### src/rtl/cpu_clk_pkg.sv
// Shared definitions for the CPU clock ratio generator: FSM state encoding and default timing constants.
// Latency: n/a (types and constants only).
// Backpressure: n/a.
package cpu_clk_pkg;

    localparam int DIV_DEFAULT = 8;
    localparam int RST_HOLD    = 4;

    typedef enum logic [1:0] {
        S_RESET = 2'd0,
        S_RUN   = 2'd1,
        S_HALT  = 2'd2,
        S_STEP  = 2'd3
    } state_t;

endpackage

### src/rtl/clk_ratio_div.sv
// Half-period counter and toggle core with a shadowed divisor that only changes on a period boundary.
// Latency: wrap/boundary decode is combinational from registered state; a new divisor takes effect at the next boundary.
// Backpressure: none; i_HOLD parks the counter at zero with the clock low.
module clk_ratio_div #(
    parameter int DIV_W       = 4,
    parameter int DIV_DEFAULT = 8
) (
    input  logic             i_CLK,
    input  logic             i_RST,
    input  logic [DIV_W-1:0] i_DIV,
    input  logic             i_DIV_LOAD,
    input  logic             i_HOLD,
    output logic             o_CLK_DIV,
    output logic             o_WRAP,
    output logic             o_BOUNDARY
);

    localparam logic [DIV_W-1:0] ONE      = DIV_W'(1);
    localparam logic [DIV_W-1:0] HALF_RST = DIV_W'(DIV_DEFAULT);

    logic [DIV_W-1:0] r_cnt;
    logic [DIV_W-1:0] r_half;
    logic [DIV_W-1:0] r_shadow;
    logic             r_pend;
    logic             r_clk;

    logic [DIV_W-1:0] w_div;
    logic             w_wrap;
    logic             w_bound;

    // A zero divisor would never wrap; clamp it to the fastest legal ratio.
    assign w_div   = (i_DIV == '0) ? ONE : i_DIV;
    assign w_wrap  = ~i_HOLD & (r_cnt == (r_half - ONE));
    assign w_bound = w_wrap & r_clk;

    always_ff @(posedge i_CLK or negedge i_RST) begin
        if (!i_RST) begin
            r_cnt    <= '0;
            r_half   <= HALF_RST;
            r_shadow <= HALF_RST;
            r_pend   <= 1'b0;
            r_clk    <= 1'b0;
        end else begin
            if (i_DIV_LOAD) begin
                r_shadow <= w_div;
                r_pend   <= 1'b1;
            end

            if (i_HOLD) begin
                r_cnt <= '0;
                r_clk <= 1'b0;
            end else if (w_wrap) begin
                r_cnt <= '0;
                r_clk <= ~r_clk;
            end else begin
                r_cnt <= r_cnt + ONE;
            end

            // A load landing on the boundary itself bypasses the shadow so it is not delayed a full period.
            if (w_bound) begin
                if (i_DIV_LOAD) begin
                    r_half <= w_div;
                    r_pend <= 1'b0;
                end else if (r_pend) begin
                    r_half <= r_shadow;
                    r_pend <= 1'b0;
                end
            end
        end
    end

    assign o_CLK_DIV  = r_clk;
    assign o_WRAP     = w_wrap;
    assign o_BOUNDARY = w_bound;

endmodule

### src/rtl/clk_ratio_gen.sv
// Divided CPU clock with strobes, sequenced reset release, halt and cycle counter; single-step under CLK_RATIO_GEN_STEP_EN.
// Latency: strobes decode registered state in the cycle before each divided-clock edge; FSM reacts at period boundaries.
// Backpressure: none; i_HALT stops the divided clock at the next period boundary.
module clk_ratio_gen #(
    parameter int DIV_W       = 4,
    parameter int DIV_DEFAULT = cpu_clk_pkg::DIV_DEFAULT,
    parameter int RST_HOLD    = cpu_clk_pkg::RST_HOLD,
    parameter int CNT_W       = 16
) (
    input  logic             i_CLK,
    input  logic             i_RST,
    input  logic [DIV_W-1:0] i_DIV,
    input  logic             i_DIV_LOAD,
    input  logic             i_HALT,
    input  logic             i_STEP,
    output logic             o_CLK_DIV,
    output logic             o_CE_RISE,
    output logic             o_CE_FALL,
    output logic             o_RST_CPU,
    output logic             o_RUNNING,
    output logic [CNT_W-1:0] o_CYC_CNT
);

    import cpu_clk_pkg::*;

    localparam int RH_W = (RST_HOLD > 1) ? $clog2(RST_HOLD) : 1;

    state_t            r_state;
    logic              r_rst_cpu;
    logic              r_running;
    logic [CNT_W-1:0]  r_cyc;
    logic [RH_W-1:0]   r_rst_cnt;

    logic              w_clk_div;
    logic              w_wrap;
    logic              w_bound;
    logic              w_rise;
    logic              w_hold;
    logic              w_step_rise;

    assign w_hold = (r_state == S_HALT);

    clk_ratio_div #(
        .DIV_W       (DIV_W),
        .DIV_DEFAULT (DIV_DEFAULT)
    ) u_div (
        .i_CLK      (i_CLK),
        .i_RST      (i_RST),
        .i_DIV      (i_DIV),
        .i_DIV_LOAD (i_DIV_LOAD),
        .i_HOLD     (w_hold),
        .o_CLK_DIV  (w_clk_div),
        .o_WRAP     (w_wrap),
        .o_BOUNDARY (w_bound)
    );

    assign w_rise = w_wrap & ~w_clk_div;

`ifdef CLK_RATIO_GEN_STEP_EN
    logic r_step_d;

    always_ff @(posedge i_CLK or negedge i_RST) begin
        if (!i_RST) begin
            r_step_d <= 1'b0;
        end else begin
            r_step_d <= i_STEP;
        end
    end

    assign w_step_rise = i_STEP & ~r_step_d;
`else
    logic w_step_unused;

    assign w_step_unused = i_STEP;
    assign w_step_rise   = 1'b0;
`endif

    always_ff @(posedge i_CLK or negedge i_RST) begin
        if (!i_RST) begin
            r_state   <= S_RESET;
            r_rst_cpu <= 1'b0;
            r_running <= 1'b0;
            r_cyc     <= '0;
            r_rst_cnt <= '0;
        end else begin
            case (r_state)
                S_RESET: begin
                    // Releasing on a boundary means the CPU sees a clean low phase first.
                    if (w_bound) begin
                        if (r_rst_cnt == RH_W'(RST_HOLD - 1)) begin
                            r_state   <= S_RUN;
                            r_rst_cpu <= 1'b1;
                            r_running <= 1'b1;
                        end else begin
                            r_rst_cnt <= r_rst_cnt + RH_W'(1);
                        end
                    end
                end
                S_RUN: begin
                    if (w_rise) begin
                        r_cyc <= r_cyc + CNT_W'(1);
                    end
                    if (w_bound && i_HALT) begin
                        r_state   <= S_HALT;
                        r_running <= 1'b0;
                    end
                end
                S_HALT: begin
                    if (!i_HALT) begin
                        r_state   <= S_RUN;
                        r_running <= 1'b1;
                    end else if (w_step_rise) begin
                        r_state   <= S_STEP;
                        r_running <= 1'b1;
                    end
                end
                S_STEP: begin
                    if (w_rise) begin
                        r_cyc <= r_cyc + CNT_W'(1);
                    end
                    if (w_bound) begin
                        if (i_HALT) begin
                            r_state   <= S_HALT;
                            r_running <= 1'b0;
                        end else begin
                            r_state <= S_RUN;
                        end
                    end
                end
                default: begin
                    r_state <= S_RESET;
                end
            endcase
        end
    end

    assign o_CLK_DIV = w_clk_div;
    assign o_CE_RISE = w_rise;
    assign o_CE_FALL = w_bound;
    assign o_RST_CPU = r_rst_cpu;
    assign o_RUNNING = r_running;
    assign o_CYC_CNT = r_cyc;

endmodule
### config.mk
export PLATFORM = sky130hd
export DESIGN_NAME = clk_ratio_gen
export DESIGN_NICKNAME = d
export VERILOG_FILES = /design/src/rtl/cpu_clk_pkg.sv /design/src/rtl/clk_ratio_div.sv /design/src/rtl/clk_ratio_gen.sv
export SDC_FILE = /design/constraint.sdc
export NUM_CORES = 1
export LEC_CHECK = 0
export CORE_MARGIN = 3
export CORE_UTILIZATION = 25
export CTS_BUF_LIST = sky130_fd_sc_hd__clkbuf_2
export DETAILED_ROUTE_END_ITERATION = 12
export SYNTH_ARGS = -nofsm -noshare
export SYNTH_HDL_FRONTEND = slang
export SYNTH_SLANG_ARGS = --single-unit
### constraint.sdc
create_clock -name i_CLK -period 2.55 [get_ports i_CLK]
set_input_delay 0.51 -clock i_CLK [delete_from_list [all_inputs] [get_ports i_CLK]]
set_output_delay 0.51 -clock i_CLK [all_outputs]
set_load 0.02 [all_outputs]
==> out/results.txt, run 1 <==
Status: completed
CTS tree: done
Commonest non-fill, non-tap cell in the layout: dfrtp_1
Fin util: 34.1%
Vias in the first global route: 1325
Most common flop cell mapped by yosys: dfrtp_1
Htree depth: 2
Tmin final: 2.41 ns
Fin Hold WS: 0.188 ns
DIE AREA: 8910 um^2
Clock Skew: 0.0229 ns
CTS max path bufs: 2
Final setup fails: 0
Pwr Total: 0.00293 W
Fmax: 0.415 GHz
CTS buffer count: 5
Final hold vios: 0
CP required: 2.04 ns
Yosys cell types: 38
Chip height: 94.4 um
CP max FO: 4
Clock Latency Late Sink: 0.37 ns
Critical path class: reg2out
Number of buffers added on ports: 28
Seq cells post-synth: 36
Clk sink count: 36
ANT cells: 0
Antenna violations before repair: 0
Seq/Total Area, Yosys: 46.2%
Max-cap viol count: 0
Power density cells: 1160 nW/um^2
Critical Path AT: 1.90 ns
Die width: 94.4 um
CP max-delay cell: dfrtp_1
Mapped Cells: 161
CTS Root Buffer Type: clkbuf_2
Setup Buffers After CTS: 0
Crit path launch type: register
Yosys top cell by area: dfrtp_1
Most frequent cells in the layout: dfrtp_1, clkdlybuf4s50_1, xor2_1, buf_4
Largest stage delay, worst path: 0.39 ns
Synth-to-Final Area Change: 29.3%
Share of the clock period used by the worst path: 94.5%
Vias post-DR: 1383
Crit-path cells: inv_1 -> ha_4 -> xor2_4 -> nand3_4 -> nor4_4 -> buf_4
Yosys top cell area share: 43.5%
First-pass GRT wire length: 6810 um
Number of hold buffers added after cts: 0
Worst Hold Class: in2async
Reg clk slew, reported paths: 0.19 ns
Synth area leaders: dfrtp_1, xor2_1, mux2_2
Iter 0 DRT Violations: 53
Worst path bufs/invs: 2
Layout cell share with drive strength beyond 1: 26.8%
Largest net degree at the start of global routing: 37
Syn Area/Cell: 12.1 um^2
Setup WS pre-CTS: -0.130 ns
Post-detail-place hpwl: 3050 um
Max Slew Vio Count: 0
Core Region: 7410 um^2
Drt wl/cell: 13.3 um
CP top delay family: simple AND/OR/NAND/NOR gates
Share of synthesized flip-flops with an asynchronous set or reset: 100%
Mapped Area: 1950 um^2
DRC Markers: 0
P_leak: 1.09 nW
Flop2flop setup slack: 0.45 ns
Grt ovf: 0
Gpl congestion: 0.725
Drt first pass iters: 4
Final net count: 217
Starting Density: 26.4%
Critical Path End Type: output pin
Worst slew pin tran: 0.803 ns
# IOs: 30
Setup ws final: 0.139 ns
Slew HR: 46.4%
Via-to-Cell Ratio: 4.55
Synth warnings: 0
Total Wirelength: 4050 um
Rows: 31
Number of synthesized flops with an enable pin: 0
Total GRT Usage: 9.85%
Max rail drop VDD: 0.565 mV
Synthesized Nets: 174
Remaining antenna violation count: 0
## layer usage
layer	GRT usage, %	routed length [um]	part of all wire (%)
met4	2.89	39	0.96
met2	14.1	1770	44
met1	14.1	1950	48
met3	3.27	296	7.3
met5	0	0	0
## area by class of cell
class / instances / area, um^2
clock buffers: 5 / 25.0
inverters: 7 / 26.3
fillers: 736 / 4880
clock inverters: 3 / 37.5
multi-input cells: 112 / 1030
flip-flops and latches: 36 / 905
well taps: 99 / 124
repair buffers: 42 / 375
## what timing repair did
item,4_1_cts,5_1_grt
setup endpoints to repair,2,2
gates resized for setup,15,2
pin swaps,4,2
## cell families (layout without fill, tap and decap cells)
| family | after synthesis | after routing | synth area share [%] |
|---|---|---|---|
| AO/OA/AOI/OAI | 6 | 6 | 2.50 |
| XOR/XNOR | 27 | 27 | 14.8 |
| adder cells (fa/ha/maj) | 4 | 4 | 2.56 |
| buffers and inverters | 13 | 57 | 3.71 |
| flip-flops | 36 | 36 | 46.2 |
| multiplexers | 9 | 9 | 5.19 |
| AND/OR/NAND/NOR | 66 | 66 | 25.0 |
## cells in the mapped netlist, drive strengths merged, types with 4 or more instances
library cell	instances
nor4	18
nor2	6
buf	4
xnor2	7
dfrtp	34
nor3	9
xor2	18
mux2	9
inv	7
nand4	6
nand2	5
nand3	10
ha	4
## registers in the layout, summed over array words and instances (netlist names)
name,flops
u_div.r_shadow,4
u_div.o_CLK_DIV,1
o_CYC_CNT,16
o_RST_CPU,1
u_div.r_cnt,4
r_rst_cnt,2
o_RUNNING,1
r_state,2
u_div.r_pend,1
u_div.r_half,4
## stage by stage
stage | instance area [um^2] | setup TNS (ns) | cells
after floorplan | 1970 | 0 | 161
after global placement | 2430 | -0.132 | 296
after detailed placement | 2430 | -0.185 | 296
after CTS | 2510 | 0 | 304
after global routing | 2530 | -0.00620 | 304
final | 2530 | 0 | 304
## where the power goes
| group | leakage [nW] | internal, W | total, W | switching [W] |
|---|---|---|---|---|
| clock network | 0.0380 | 0.000160 | 0.000345 | 0.000185 |
| logic | 0.598 | 0.000777 | 0.00176 | 0.000983 |
| registers | 0.452 | 0.000695 | 0.000827 | 0.000132 |
## path summary, 6_finish.rpt
path                            cells past startpoint             from               to
worst max register to register                      6  u_div.r_half[0]  u_div.r_half[0]
max in group asynchronous                           1            i_RST  u_div.r_half[2]
worst max-delay path                                6  u_div.r_half[0]        o_CE_RISE
min in group i_CLK                                  1    o_CYC_CNT[15]    o_CYC_CNT[15]
worst min register to register                      1    o_CYC_CNT[15]    o_CYC_CNT[15]
worst min-delay path                                1            i_RST   u_div.r_cnt[3]
(Power assumes the default switching activity.)
==> run 2: changes to the inputs <==
CORE_UTILIZATION = 44   (was 25)
CTS_CLUSTER_DIAMETER = 30   (was default)
PLACE_DENSITY = 0.67   (was default)
==> run 2 against run 1 <==
Net effect:
- die area decreased by 41%
- flip-flop and latch count is the same
- global-route usage up 7.4 points
- clock skew is 0.0050 ns lower
- critical path depth did not move
- fmax shrank 1.5%
- combinational power down 6%
- first-iteration DRC count is 17% higher
- utilization is 24 points higher
- sequential power grew 2%
- clock-buffer cell count is 1 higher
- hold slack gained 0.30 ns
==> out/results.txt, run 2 (same netlist as run 1, synthesis figures left out) <==
Crit path launch type: register
Max-cap viol count: 0 (unchanged)
Largest net degree at the start of global routing: 37 (unchanged)
Met1 usage: 20.9% (+6.8 points)
Status: completed
Max Slew Vio Count: 0 (unchanged)
Antenna violations before repair: 0 (unchanged)
CP max FO: 3 (-1)
Fin util: 58.2% (+24 points)
Max rail drop VDD: 0.793 mV (+40%)
Starting Density: 47.2% (+21 points)
Gpl congestion: 0.816 (+13%)
Htree depth: 2 (unchanged)
Met3 Track Usage GR: 3.99% (+0.73 points)
Final setup fails: 0 (unchanged)
Critical path class: reg2out
CP required: 2.04 ns (about the same)
Share of the clock period used by the worst path: 96.0% (+1.5 points)
Reg clk slew, reported paths: 0.18 ns (about the same)
Post-detail-place hpwl: 3040 um (-0.47%)
Remaining antenna violation count: 0 (unchanged)
Number of buffers added on ports: 28 (unchanged)
Crit-path cells: inv_1 -> ha_1 -> xor2_2 -> nand3_4 -> nor4_4 -> buf_4
RSZ-0062 raised after global routing: false
P_leak: 1.07 nW (-1.5%)
CTS max path bufs: 2 (unchanged)
Die width: 72.6 um (-23%)
CP max-delay cell: dfrtp_1
Worst slew pin tran: 0.517 ns (-0.286 ns)
GR peak layer: met2
Tmin final: 2.45 ns (+0.0378 ns)
Iter 0 DRT Violations: 62 (+17%)
CP top delay family: flip-flops
Met2 Use GR: 30.0% (+16 points)
Synth-to-Final Area Change: 23.5%
ANT cells: 0 (unchanged)
Max reg flops: 16 (unchanged)
Clock Skew: 0.0179 ns (-0.00501 ns)
Clock Latency Late Sink: 0.38 ns (about the same)
DRC Markers: 0 (unchanged)
Grt ovf: 0 (unchanged)
CTS Root Buffer Type: clkbuf_2
Layout cell share with drive strength beyond 1: 25.0% (-1.8 points)
Layout fillers: 367 (-50%)
Clk sink count: 36 (unchanged)
Slew HR: 65.4% (+19 points)
Fmax: 0.408 GHz (-1.5%)
# IOs: 30 (unchanged)
Total Wirelength: 4040 um (-0.20%)
DIE AREA: 5280 um^2 (-41%)
Final hold vios: 0 (unchanged)
Rows: 23 (-26%)
Final net count: 216 (-0.46%)
Drt first pass iters: 4 (unchanged)
Critical Path End Type: output pin
Power density cells: 1140 nW/um^2 (-1.7%)
Most frequent cells in the layout: dfrtp_1, clkdlybuf4s50_1, xor2_1, buf_4
Worst path bufs/invs: 2 (unchanged)
Drt wl/cell: 15.9 um (+19%)
Setup TNS: 0 ns (unchanged)
Total GRT Usage: 17.2% (+7.4 points)
Largest stage delay, worst path: 0.40 ns (about the same)
Vias in the first global route: 1478 (+12%)
Worst Hold Class: reg2reg
Via-to-Cell Ratio: 5.56 (+22%)
CTS tree: done
Core Region: 4140 um^2 (-44%)
Vias post-DR: 1411 (+2.0%)
CTS buffer count: 5 (unchanged)
Commonest non-fill, non-tap cell in the layout: dfrtp_1
Chip height: 72.6 um (-23%)
First-pass GRT wire length: 7070 um (+3.7%)
Critical Path AT: 1.94 ns (+0.04 ns)
-- run 2: worst reg2reg max path, stage by stage (launching register included) --
cell	delay, ns
dfrtp_1	0.40
inv_1	0.05
ha_1	0.33
xor2_2	0.22
nand3_4	0.13
buf_4	0.23
nor4_4	0.28
mux2_2	0.37
-- run 2: cell type report --
cell class	count	area (um^2)	area share, %
well taps	50	62.6	2.59
clock inverters	2	7.51	0.311
repair buffers	41	373	15.4
inverters	7	26.3	1.09
flip-flops and latches	36	903	37.4
clock buffers	6	30.0	1.24
multi-input cells	112	1010	41.9
-- run 2: stage by stage --
| stage | std cells | total power, W | setup slack (ns) | hold WS, ns | instance area, um^2 |
|---|---|---|---|---|---|
| 2_1_floorplan | 161 | 0.00203 | 0.125 | 0.214 | 1970 |
| 3_3_place_gp | 245 | 0.00241 | -0.0541 | 0.454 | 2360 |
| 3_5_place_dp | 245 | 0.00245 | -0.116 | 0.462 | 2360 |
| 4_1_cts | 253 | 0.00275 | 0.0352 | 0.491 | 2410 |
| 5_1_grt | 254 | 0.00294 | 0.00527 | 0.498 | 2410 |
| 6_report | 254 | 0.00275 | 0.102 | 0.486 | 2410 |
-- run 2: timing repair --
action	CTS	global route
setup buffers	0	1
setup endpoints to repair	2	2
pin swaps	1	2
resized for setup	14	0
hold buffers	0	0
-- run 2: worst paths after layout --
check | cells after the start | end | slack [ns] | from
max | 6 | o_CE_FALL | 0.10 | u_div.r_half[1]
min | 1 | r_rst_cnt[0] | 0.49 | r_rst_cnt[0]
max reg2reg | 7 | r_rst_cnt[1] | 0.44 | u_div.r_half[1]
min reg2reg | 1 | r_rst_cnt[0] | 0.49 | r_rst_cnt[0]
max in group asynchronous | 2 | u_div.r_half[3] | 1.69 | i_RST
min in group asynchronous | 2 | o_CYC_CNT[13] | 0.51 | i_RST
-- run 2: power by group --
group          leakage [nW]  internal (W)  switching [W]  total (W)
Combinational         0.590      0.000716       0.000938    0.00165
Clock                0.0281     0.0000661       0.000191   0.000257
Sequential            0.454      0.000694       0.000148   0.000842
-- run 2: per-layer routing --
layer	part of all wire [%]	vias up
met2	51	24
met1	44	713
li1	-	669
met3	3.7	5
met5	0	-
met4	0.87	0
==> RTL change, RTL diff (config.mk and constraints of run 2) <==
The 4 states of `state_t` get a one-hot encoding in 4 bits.
--- a/src/rtl/cpu_clk_pkg.sv
+++ b/src/rtl/cpu_clk_pkg.sv
@@ -7,9 +7,9 @@
     localparam int RST_HOLD    = 4;
 
-    typedef enum logic [1:0] {
-        S_RESET = 2'd0,
-        S_RUN   = 2'd1,
-        S_HALT  = 2'd2,
-        S_STEP  = 2'd3
+    typedef enum logic [3:0] {
+        S_RESET = 4'b0001,
+        S_RUN   = 4'b0010,
+        S_HALT  = 4'b0100,
+        S_STEP  = 4'b1000
     } state_t;
 
Check against the original RTL: same outputs for any inputs over 10 cycles, from zero or initial values and one cycle with i_RST low; not proved beyond that.
==> RTL change against run 2 <==
  * Critical path depth unchanged
  * Fmax down 1.4%
  * Power down 24%
  * Setup slack worse by 0.034 ns
  * Register-to-register slack worse by 0.37 ns
  * Final area down 8.1%
  * Area after synthesis down 11%
  * Routed wire length down 18%
  * Sequential cell count up 1
  * Hold slack worse by 0.0087 ns
  * Critical endpoint is now u_div.r_half[1]$_DFFE_PN0P_
  * Largest cell class is now sequential cells
==> RTL change: results <==
<?xml version="1.0" encoding="UTF-8"?>
<metrics>
  <group name="status">
    <metric name="status" unit="">finished, final reports clean</metric>
  </group>
  <group name="placed_design">
    <metric name="dp_slack" unit="ns">-0.0795</metric>
    <metric name="place.gp.congestion" unit="">0.793</metric>
    <metric name="numPortBuffers" unit="">28</metric>
    <metric name="dpl-instance-area" unit="sq mm">0.00214</metric>
    <metric name="dpl.hpwl" unit="mm">2.42</metric>
  </group>
  <group name="hold_path">
    <metric name="type_of_the_tightest_min_delay_check" unit="">reg2reg</metric>
    <metric name="holdCritStartpoint" unit="">o_CYC_CNT[15]$_DFFE_PN0P_</metric>
    <metric name="min_delay_worst_endpoint" unit="">o_CYC_CNT[15]$_DFFE_PN0P_</metric>
  </group>
  <group name="pwr">
    <metric name="vdd_ir_drop_max" unit="mV">0.579</metric>
    <metric name="power.static_leakage" unit="uW">0.000991</metric>
    <metric name="cellInternalPower" unit="uW">1310</metric>
  </group>
  <group name="routing">
    <metric name="routedWlPerCell" unit="um">13.4</metric>
    <metric name="drt_pass1_iterations" unit="">3</metric>
    <metric name="drt_first_iter_violations" unit="">60</metric>
    <metric name="vias_per_cell" unit="">5.04</metric>
  </group>
  <group name="setup_path">
    <metric name="crit_path_max_fanout" unit="">15</metric>
    <metric name="reg_to_reg_startpoint" unit="">u_div.r_half[2]$_DFFE_PN0P_</metric>
    <metric name="critPathSlowestCell" unit="">or4_4</metric>
    <metric name="capture_instance_of_the_worst_register_to_register_path" unit="">u_div.r_half[1]$_DFFE_PN0P_</metric>
    <metric name="setup_slack_of_the_worst_register_to_register_path" unit="ns">0.07</metric>
    <metric name="reg2regPathDepth" unit="">6</metric>
    <metric name="family_with_the_most_delay_on_the_worst_path" unit="">simple AND/OR/NAND/NOR gates</metric>
    <metric name="critical-path-max-stage-delay" unit="ns">0.55</metric>
  </group>
  <group name="logic_synthesis">
    <metric name="synthTopCellsByArea" unit="">dfrtp_1 49%, xor2_1 6.0%, xnor2_1 5.5%</metric>
    <metric name="part_of_the_yosys_area_used_for_sequential_elements" unit="%">53.4</metric>
    <metric name="synth_common_cells" unit="">34 x dfrtp_1, 18 x nor2_1, 12 x xor2_1</metric>
    <metric name="postSynthNetCount" unit="">169</metric>
    <metric name="synthDistinctLibCells" unit="">31</metric>
  </group>
  <group name="global_routing">
    <metric name="pin_count_of_the_biggest_net_entering_global_routing" unit="">38</metric>
    <metric name="grt_pass1_wl" unit="mm">5.70</metric>
    <metric name="grt_usage" unit="%">16.2</metric>
    <metric name="first_global_vias" unit="">1298</metric>
  </group>
  <group name="cts">
    <metric name="cts.path.max_buffers" unit="">2</metric>
    <metric name="cts_root_buffer" unit="">clkbuf_2</metric>
    <metric name="clkLatencyLatePin" unit="ns">0.36</metric>
  </group>
  <group name="cells_and_area">
    <metric name="final_net_count" unit="">212</metric>
    <metric name="layout-drive-gt1-share" unit="%">19.5</metric>
  </group>
  <group name="timing">
    <metric name="timing.clock.skew" unit="ns">0.0107</metric>
    <metric name="fin_worst_hold_slack" unit="ns">0.478</metric>
    <metric name="worst_pin_slew" unit="ns">0.853</metric>
  </group>
</metrics>
## RTL change: cell count changes after synthesis, moves of 4 or more
cell,delta
xor2_1,-5
mux2_4,+4
nor2_1,+12
nor4_4,-4
nand3_1,-5
xnor2_1,+6
nor4_2,-5
mux2_2,-4
## RTL change: layout make-up
cell class / instances / area, sq um
clock buffers: 5 / 25.0
clock inverters: 3 / 12.5
fillers: 354 / 1530
inverters: 10 / 37.5
multi-input cells: 106 / 788
flip-flops and latches: 37 / 930
well taps: 48 / 60.1
repair buffers: 39 / 365
## RTL change: routing by layer
layer / global-route usage [%] / vias up / part of all wire [%]
met5: 0 / - / 0
met4: 3.65 / 0 / 0.63
met3: 5.51 / 2 / 3.5
met2: 24.8 / 18 / 50
met1: 22.3 / 617 / 46
li1: - / 613 / -
## RTL change: repair_timing
action / in CTS / in global routing
endpoints found under the setup margin: 6 / 5
resized for setup: 15 / 4
buffers inserted: 1 / 1
pin swaps: 2 / 1
## RTL change: through the flow
step | cells | power, uW
5_1_grt | 248 | 2240
2_1_floorplan | 156 | 1430
3_5_place_dp | 238 | 1780
4_1_cts | 247 | 2070
3_3_place_gp | 238 | 1740
6_report | 248 | 2090
## RTL change: power groups by stage
stage               Clock [uW]  Sequential, uW  Combinational (uW)
floorplan                    0             874                 557
global placement             0             839                 906
detailed placement           0             846                 937
CTS                        250             837                 981
global route               277             859                1100
finish                     244             839                1010
## RTL change: cell families after synthesis
kind of cell	count (synthesis)	share of synthesized area [%]
compound gates	4	1.58
xor+xnor	24	12.9
fa+ha+maj	4	2.88
buf+inv	13	2.88
flops	37	53.4
mux	9	6.69
simple gates	65	19.6
## RTL change: how the worst max path moves through the flow
| stage | endpoint | from | slack (ns) | cells past startpoint |
|---|---|---|---|---|
| 6_report | u_div.r_half[1]$_DFFE_PN0P_ | u_div.r_half[2]$_DFFE_PN0P_ | 0.07 | 6 |
| 5_1_grt | o_CE_RISE | u_div.r_half[1]$_DFFE_PN0P_ | -0.06 | 7 |
| 4_1_cts | o_CE_RISE | u_div.r_half[0]$_DFFE_PN0P_ | 0.07 | 7 |
| 3_5_place_dp | o_CE_FALL | u_div.r_half[0]$_DFFE_PN0P_ | -0.08 | 7 |
| 3_3_place_gp | o_CE_RISE | u_div.r_half[0]$_DFFE_PN0P_ | -0.05 | 7 |
| 2_1_floorplan | o_CE_RISE | u_div.r_half[0]$_DFFE_PN0P_ | 0.04 | 7 |
